--- src/rtl/uart_pkt_rx.sv ---
// uart_pkt_rx: deframes SYNC/CMD/LEN/PAYLOAD/CSUM packets from a UART byte stream.
// Optional mid-frame idle timeout is enabled by defining UART_PKT_TIMEOUT_EN.
module uart_pkt_rx #(
    parameter int          MAX_LEN     = 64,
    parameter logic [7:0]  SYNC_BYTE   = 8'hAA,
    parameter int          TIMEOUT_CYC = 26040,
    localparam int         AW          = (MAX_LEN > 1) ? $clog2(MAX_LEN) : 1
) (
    input  logic          CLK,
    input  logic          rst,
    input  logic [7:0]    rx_data,
    input  logic          rx_valid,
    output logic          pkt_valid,
    input  logic          pkt_ack,
    output logic [7:0]    pkt_cmd,
    output logic [7:0]    pkt_len,
    input  logic [AW-1:0] rd_addr,
    output logic [7:0]    rd_data,
    output logic [15:0]   err_csum_cnt,
    output logic [15:0]   err_len_cnt,
    output logic [15:0]   err_to_cnt,
    output logic [15:0]   drop_cnt
);

    typedef enum logic [2:0] {S_IDLE, S_CMD, S_LEN, S_PAY, S_CSUM, S_HOLD} state_t;

    state_t      state_q, state_d;
    logic [7:0]  sum_q, sum_d, cmd_q, cmd_d, len_q, len_d, idx_q, idx_d, rd_data_q, rd_data_d;
    logic        pkt_valid_q, pkt_valid_d;
    logic [15:0] csum_cnt_q, csum_cnt_d, len_cnt_q, len_cnt_d, drop_cnt_q, drop_cnt_d;
    logic [7:0]  mem_q [2**AW];
    logic        to_hit;

    function automatic logic [15:0] sat_inc(input logic [15:0] v);
        return (v == 16'hFFFF) ? v : v + 16'd1;
    endfunction

`ifdef UART_PKT_TIMEOUT_EN
    localparam int TW = $clog2(TIMEOUT_CYC + 1);
    logic [TW-1:0] to_cnt_q, to_cnt_d;
    logic [15:0]   to_err_q, to_err_d;
    logic          frame_active;

    // idle-cycle watchdog, armed only while a frame is partially received
    always_comb begin
        frame_active = state_q inside {S_CMD, S_LEN, S_PAY, S_CSUM};
        to_hit       = frame_active && !rx_valid && (to_cnt_q == TW'(TIMEOUT_CYC - 1));
        to_cnt_d     = (!frame_active || rx_valid || to_hit) ? '0 : to_cnt_q + TW'(1);
        to_err_d     = to_hit ? sat_inc(to_err_q) : to_err_q;
    end

    // watchdog registers
    always_ff @(posedge CLK or posedge rst) begin
        if (rst) begin
            to_cnt_q <= '0;
            to_err_q <= '0;
        end else begin
            to_cnt_q <= to_cnt_d;
            to_err_q <= to_err_d;
        end
    end

    assign err_to_cnt = to_err_q;
`else
    logic unused_timeout;
    assign unused_timeout = |TIMEOUT_CYC;
    assign to_hit         = 1'b0;
    assign err_to_cnt     = 16'd0;
`endif

    // state register
    always_ff @(posedge CLK or posedge rst) begin
        if (rst) state_q <= S_IDLE;
        else     state_q <= state_d;
    end

    // next-state logic; a watchdog expiry abandons the partial frame
    always_comb begin
        state_d = state_q;
        case (state_q)
            S_IDLE: if (rx_valid && rx_data == SYNC_BYTE) state_d = S_CMD;
            S_CMD:  if (rx_valid) state_d = S_LEN;
            S_LEN:  if (rx_valid) state_d = (rx_data > 8'(MAX_LEN)) ? S_IDLE :
                                            (rx_data == 8'd0)       ? S_CSUM : S_PAY;
            S_PAY:  if (rx_valid && idx_q == len_q - 8'd1) state_d = S_CSUM;
            S_CSUM: if (rx_valid) state_d = (rx_data == sum_q) ? S_HOLD : S_IDLE;
            S_HOLD: if (pkt_ack) state_d = S_IDLE;
            default: state_d = S_IDLE;
        endcase
        if (to_hit) state_d = S_IDLE;
    end

    // datapath and counter updates driven by the current state
    always_comb begin
        cmd_d       = (state_q == S_CMD && rx_valid) ? rx_data : cmd_q;
        len_d       = (state_q == S_LEN && rx_valid) ? rx_data : len_q;
        idx_d       = (state_q == S_LEN) ? 8'd0 : (state_q == S_PAY && rx_valid) ? idx_q + 8'd1 : idx_q;
        sum_d       = (state_q == S_IDLE) ? SYNC_BYTE :
                      (rx_valid && state_q inside {S_CMD, S_LEN, S_PAY}) ? sum_q + rx_data : sum_q;
        pkt_valid_d = (state_d == S_HOLD);
        csum_cnt_d  = (state_q == S_CSUM && rx_valid && rx_data != sum_q) ? sat_inc(csum_cnt_q) : csum_cnt_q;
        len_cnt_d   = (state_q == S_LEN && rx_valid && rx_data > 8'(MAX_LEN)) ? sat_inc(len_cnt_q) : len_cnt_q;
        drop_cnt_d  = (state_q == S_HOLD && rx_valid) ? sat_inc(drop_cnt_q) : drop_cnt_q;
        rd_data_d   = mem_q[rd_addr];
    end

    // output and bookkeeping registers
    always_ff @(posedge CLK or posedge rst) begin
        if (rst) begin
            sum_q       <= '0;
            cmd_q       <= '0;
            len_q       <= '0;
            idx_q       <= '0;
            rd_data_q   <= '0;
            pkt_valid_q <= 1'b0;
            csum_cnt_q  <= '0;
            len_cnt_q   <= '0;
            drop_cnt_q  <= '0;
        end else begin
            sum_q       <= sum_d;
            cmd_q       <= cmd_d;
            len_q       <= len_d;
            idx_q       <= idx_d;
            rd_data_q   <= rd_data_d;
            pkt_valid_q <= pkt_valid_d;
            csum_cnt_q  <= csum_cnt_d;
            len_cnt_q   <= len_cnt_d;
            drop_cnt_q  <= drop_cnt_d;
        end
    end

    // payload buffer, written only while collecting payload bytes
    always_ff @(posedge CLK) begin
        if (state_q == S_PAY && rx_valid) mem_q[idx_q[AW-1:0]] <= rx_data;
    end

    assign pkt_valid    = pkt_valid_q;
    assign pkt_cmd      = cmd_q;
    assign pkt_len      = len_q;
    assign rd_data      = rd_data_q;
    assign err_csum_cnt = csum_cnt_q;
    assign err_len_cnt  = len_cnt_q;
    assign drop_cnt     = drop_cnt_q;

endmodule

--- config.mk ---
export PLATFORM = sky130hd
export DESIGN_NAME = uart_pkt_rx
export DESIGN_NICKNAME = d
export VERILOG_FILES = /design/src/rtl/uart_pkt_rx.sv
export SDC_FILE = /design/constraint.sdc
export NUM_CORES = 1
export LEC_CHECK = 0
export CAP_MARGIN = 20
export CELL_PAD_IN_SITES_DETAIL_PLACEMENT = 0
export CELL_PAD_IN_SITES_GLOBAL_PLACEMENT = 1
export CORE_MARGIN = 1.5
export CORE_UTILIZATION = 47
export CTS_CLUSTER_SIZE = 20
export DETAILED_ROUTE_END_ITERATION = 16
export GPL_TIMING_DRIVEN = 1
export PLACE_DENSITY_LB_ADDON = 0.25
export SLEW_MARGIN = 40
export SYNTH_ARGS = -nofsm -noshare
export SYNTH_HDL_FRONTEND = slang
export SYNTH_SLANG_ARGS = --single-unit
export TNS_END_PERCENT = 30
--- constraint.sdc ---
create_clock -name CLK -period 2.8 [get_ports CLK]
set_clock_uncertainty 0.05 [all_clocks]
set_input_delay 0.56 -clock CLK [delete_from_list [all_inputs] [get_ports CLK]]
set_output_delay 0.56 -clock CLK [all_outputs]
set_load 0.02 [all_outputs]
# Word-level counts from Yosys, hierarchy flattened
# Memory sizes are Yosys's and may differ from the RTL's. A register that Yosys moved wholly into a read port is not among the register bits.
# Index checks and enable logic that the tools add are counted.
dict set report op_classes {
  eq_ne 13
  addsub 6
  magnitude_cmp 1
  reduce_logical 18
  muxes 16
  bitwise_logic 3
}
# op count
set op_table {}
lappend op_table {{adder 16 x 1 -> 16 bit (second input constant)} 3}
lappend op_table {{== test 16 bit (second input constant)} 3}
lappend op_table {{two-way mux 8 bit} 4}
lappend op_table {{two-way mux 3 bit} 9}
lappend op_table {{one-hot mux 3 bit (6 select lines)} 1}
lappend op_table {{== test 8 bit} 2}
lappend op_table {{logical AND 1 bit} 10}
lappend op_table {{== test 3 bit (second input constant)} 3}
lappend op_table {{adder 8 x 1 -> 8 bit (second input constant)} 1}
lappend op_table {{adder 8 bit} 1}
lappend op_table {{== test 8 bit (second input constant)} 1}
lappend op_table {{greater-than comparator 8 x 7 -> 1 bit (second input constant)} 1}
lappend op_table {{zero test 8 bit} 1}
lappend op_table {{inequality test 8 bit} 1}
lappend op_table {{subtractor 8 x 1 -> 8 bit (second input constant)} 1}
lappend op_table {{== test 3 x 2 -> 1 bit (second input constant)} 2}
lappend op_table {{AND reduction 2 bit} 3}
lappend op_table {{nonzero test 2 bit} 2}
lappend op_table {{== test 3 x 1 -> 1 bit (second input constant)} 1}
lappend op_table {{zero test 3 bit} 1}
lappend op_table {{NOT 1 bit} 3}
lappend op_table {{nonzero test 3 bit} 1}
lappend op_table {{two-way mux 1 bit} 2}
dict set report totals {
  input_bits 18
  regBits 84
  memories 1
  out_inout_bits 89
  mem_bits_rw 512
}
# memory depth width read_ports rd_clocked_by_memory_dff wr line
set mem_list {}
lappend mem_list {mem_q 64 8 1 1 1 31} ;# logic [7:0] mem_q [2**AW];

# Longest topological paths before layout
dict set report depth {
  ltp_word 6
  ltp_mapped 9
  mapped_depth_nobuf 9
}

# Least setup slack after synthesis
# No wires, ideal clock.
dict set report synth_timing {
  kind {input-to-reg}
  start {input rx_valid}
  end {memory mem_q[14][0], enable pin}
  path_stages 6
  arrival_time_ns 1.971
  slack_ns 0.409
  required_ns 2.380
  setup_ns 0.370
  cell_sequence {clkbuf_2 -> and4b_1 -> buf_2 -> nor2b_1 -> nand3_1 -> nor2_1}
}
dict set report synth_between {
  elab_chain_cells 3
}
# element line
set synth_rtl {}
lappend synth_rtl {{start: declaration} 12} ;# input logic rx_valid,
lappend synth_rtl {{logical AND 1 bit} 134} ;# if (state_q == S_PAY && rx_valid) mem_q[idx_q[AW-1:0]] <= rx_data;
lappend synth_rtl {{two-way mux 1 bit} 134}
lappend synth_rtl {{two-way mux 1 bit (implied by the code)} 134}
lappend synth_rtl {{end: declaration} 31}
# No other way between the ends.

# Worst setup path after layout
dict set report layout_timing {
  start {register sum_q[4]}
  end {register csum_cnt_q[12] (netlist: err_csum_cnt[12])}
}
dict set report layout_between {
  elab_chain_cells 3
}
# element line
set layout_rtl {}
lappend layout_rtl {{start: declaration} 28} ;# logic [7:0] sum_q, sum_d, cmd_q, cmd_d, len_q, len_d, idx_q, idx_d, rd_data_q, rd_data_d;
lappend layout_rtl {{start signal: assignment} 120} ;# sum_q <= sum_d;
lappend layout_rtl {{inequality test 8 bit} 101} ;# csum_cnt_d = (state_q == S_CSUM && rx_valid && rx_data != sum_q) ? sat_inc(csum_cnt_q) : csum_cnt_q;
lappend layout_rtl {{logical AND 1 bit} 101}
lappend layout_rtl {{AND reduction 2 bit (no source line)} n/a}
lappend layout_rtl {{end signal: assignment} 126} ;# csum_cnt_q <= csum_cnt_d;
lappend layout_rtl {{end: declaration} 30} ;# logic [15:0] csum_cnt_q, csum_cnt_d, len_cnt_q, len_cnt_d, drop_cnt_q, drop_cnt_d;
# No other way between the ends.
# A chain may end at the register's enable or synchronous reset.

==> flow_summary.ini <==
[setup_path]
cp_max_fo = 8
rr_endpoint = err_csum_cnt[12]
r2r_slack_ps = 380
cp-startpoint = sum_q[4]
path_delay_family = compound AO/OA/AOI/OAI gates
r2r_cells = 8
cp.required_ps = 3300
critPathBufInv = 1
cp-start-kind = register
critical_path_class = register to register
end_kind = register
critPathArrivalTime_ps = 2930
path_depth = 8
cpPeakStageDelay_ps = 390
cp_slowest_cell = o31a_1
r2r_start = sum_q[4]
worstPathCellList = ha_1, nor4_1, buf_4, a311oi_1, o31a_1, nand4_2, nor3_1, xor2_1

[synth]
ys.flop_type = edfxtp_1
synthDominantCellAreaShare_pct = 62.7
ys_async_sr_fraction_pct = 15.2
ys_warn_count = 0
ys_seq_area_share_pct = 72.1
syn_area_sq_um = 24500
ys_types = 69
ys_ff_latch = 604
synth.area.top_cells = edfxtp_1, mux4_2, dfrtp_1
synth_edf_count = 512
syn_inst = 1349
yosysTopAreaCell = edfxtp_1
syn_area_per_cell_sq_um = 18.2

[clock_network]
cts_buffer_depth = 3
htreeDepth = 2
cts_tree = built
root_buffer = clkbuf_16
post_cts_buffers = 0
cts.reportedPaths.clkPinSlew_ps = 60
cts_sinks = 604
ctsHoldBuffers = 0
post_cts_resized = 0
cts_buffers = 59
clkLatencyLatePin_ps = 630

[placed_design]
numPlacedInstances = 2217
port_buffers = 90
dp_hpwl_microns = 35700
dp_slack_ps = -82.8
place.gp.congestion = 0.825
placed_area_sq_um = 27300

[final_layout]
drive_gt1_share_pct = 26.3
utilization_pct = 57.0
syn_to_final_growth_pct = 19.4
fillers = 3961
final_nets = 1629
final_area_sq_um = 29300
stdcell_count = 2328

[worst_hold_path]
hold_depth = 1
min_path_type = input port to register
hold_end = mem_q[22][3]
min_from = rx_data[3]

[pwr]
power.leakage_nw = 10.2
p_total_mw = 20.5
power.density_nw_per_um2 = 700
vdd_drop_max_v = 0.000489

[routing]
dr_wl_met2_microns = 26900
ant_nets = 0
num_vias = 12943
totalWireLength_microns = 54500
drc = 0
dr_wl_met3_microns = 3120
wl_per_cell_microns = 23.4
initialDrtViolationCount = 1042
first_pass_iters = 5
viasPerCell = 5.56
met1Wirelength_microns = 23000
routed.top_layer = met5

[timing]
max_freq_mhz = 412
worst_slack_ps = 375
max_slew.worst_pin.slew_ps = 769
drv_slew = 0
hold_viol = 0
finalSetupViolations = 0
relSlewSlack_pct = 48.7
fin_crit_sh_pct = 86.6
period_minus_slack_ps = 2420
rsz0062_at_grt = false

[floorplanning]
io_pins = 107
core-area_sq_um = 51400
start_util_pct = 47.7
num_rows = 83
die_x_microns = 231
die-area_sq_um = 53600
dieHeight_microns = 231

[global_routing]
antenna_found_initial = 2
grt_remaining_overflow = 0
grt_pass1_vias = 13456
grt_max_degree = 93
grt_usage_pct = 20.8
grt_pass1_wl_microns = 82200

[job]
maxCapViolations = 0

[status]
status = finished, final reports clean
==> report_power, final <==
part	internal (mW)	total, mW	switching (mW)
registers	9.96	10.2	0.226
clock network	4.72	8.11	3.39
logic	1.01	2.18	1.17
total	15.7	20.5	4.79
==> registers in the layout (all words and copies together) (netlist names) <==
signal and count:
drop_cnt 16, mem_q 512, idx_q 8, pkt_len 8, state_q 3, sum_q 8, rd_data 8, pkt_cmd 8
err_csum_cnt 16, err_len_cnt 16, pkt_valid 1
==> placed cells by master, fill, tap and decap left out, types with 9 or more instances in the layout <==
master / netlist / final
a21oi_1: 18 / 18
a22oi_1: 16 / 16
buf_12: 0 / 15
buf_4: 20 / 148
bufinv_16: 0 / 9
clkbuf_1: 22 / 9
clkbuf_16: 0 / 59
clkdlybuf4s50_1: 0 / 79
clkinv_1: 0 / 10
clkinv_2: 0 / 12
conb_1: 1 / 16
dfrtp_1: 92 / 92
edfxtp_1: 512 / 512
ha_1: 12 / 12
inv_1: 13 / 12
mux2_2: 23 / 23
mux2i_1: 37 / 37
mux4_2: 128 / 128
nand2_1: 40 / 40
nand3_1: 33 / 33
nand3b_1: 9 / 9
nand4_1: 16 / 16
nor2_1: 111 / 111
nor2b_1: 11 / 11
nor3_1: 22 / 22
o21ai_0: 11 / 11
o22ai_1: 14 / 14
xnor2_1: 34 / 34
xor2_1: 30 / 30
==> worst register-to-register path, cell delays in order, from the launching register on <==
cell	delay (ps)
dfrtp_1	380
ha_1	360
nor4_1	110
buf_4	150
a311oi_1	240
o31a_1	390
nand4_2	250
nor3_1	250
xor2_1	170
==> stage by stage <==
stage,setup TNS (ps),hold WS (ps)
5_1_grt,0,263
3_5_place_dp,-658,430
6_report,0,282
2_1_floorplan,0,420
4_1_cts,0,257
3_3_place_gp,-224,431
==> kinds of logic after synthesis <==
logic type / Yosys count / share of synthesized area [%]
other: 1 / 0.0153
XOR/XNOR: 64 / 2.29
multiplexers: 188 / 14.3
adder cells (fa/ha/maj): 13 / 0.694
AND/OR/NAND/NOR: 292 / 6.00
AO/OA/AOI/OAI: 96 / 2.76
buffers and inverters: 91 / 1.87
flip-flops: 604 / 72.1
==> how the worst max path moves through the flow <==
stage,to,slack [ps]
after floorplan,mem_q[14][0],410
after global placement,mem_q[12][4],-30
after detailed placement,mem_q[12][1],-80
after CTS,err_csum_cnt[12],350
after global routing,err_csum_cnt[12],150
final,err_csum_cnt[12],380
==> routing by layer <==
metal | global-route usage (%) | up-vias
li1 | - | 5830
met4 | 6.25 | 2
met1 | 28.4 | 6692
met2 | 34.3 | 336
met3 | 3.60 | 83
met5 | 0 | -
==> synth_stat cells, types with 2 or more instances <==
| master | number |
|---|---|
| edfxtp_1 | 512 |
| mux4_2 | 128 |
| nor2_1 | 111 |
| dfrtp_1 | 92 |
| nand2_1 | 40 |
| mux2i_1 | 37 |
| xnor2_1 | 34 |
| nand3_1 | 33 |
| xor2_1 | 30 |
| buf_2 | 26 |
| mux2_2 | 23 |
| clkbuf_1 | 22 |
| nor3_1 | 22 |
| buf_4 | 20 |
| a21oi_1 | 18 |
| a22oi_1 | 16 |
| nand4_1 | 16 |
| o22ai_1 | 14 |
| inv_1 | 13 |
| ha_1 | 12 |
| nor2b_1 | 11 |
| o21ai_0 | 11 |
| nand3b_1 | 9 |
| buf_1 | 8 |
| nand2b_1 | 8 |
| a22o_1 | 7 |
| and3_1 | 7 |
| or3_1 | 7 |
| a221oi_1 | 4 |
| and4_1 | 4 |
| o221ai_1 | 4 |
| or3b_2 | 4 |
| and2_1 | 3 |
| or2_2 | 3 |
| a21boi_0 | 2 |
| a31oi_1 | 2 |
| nor3_2 | 2 |
| nor4_1 | 2 |
| o211ai_1 | 2 |
==> area by class of cell <==
type	instances	area, sq um	share of cell area, %
sequential	604	17700	60.4
multi-input combinational	669	6450	22.0
timing repair buffer	251	2260	7.71
clock buffer	68	1510	5.16
tap	680	851	2.91
clock inverter	42	478	1.63
inverter	13	52.6	0.179
antenna	1	2.50	0.00855
(Power assumes the default switching activity.)
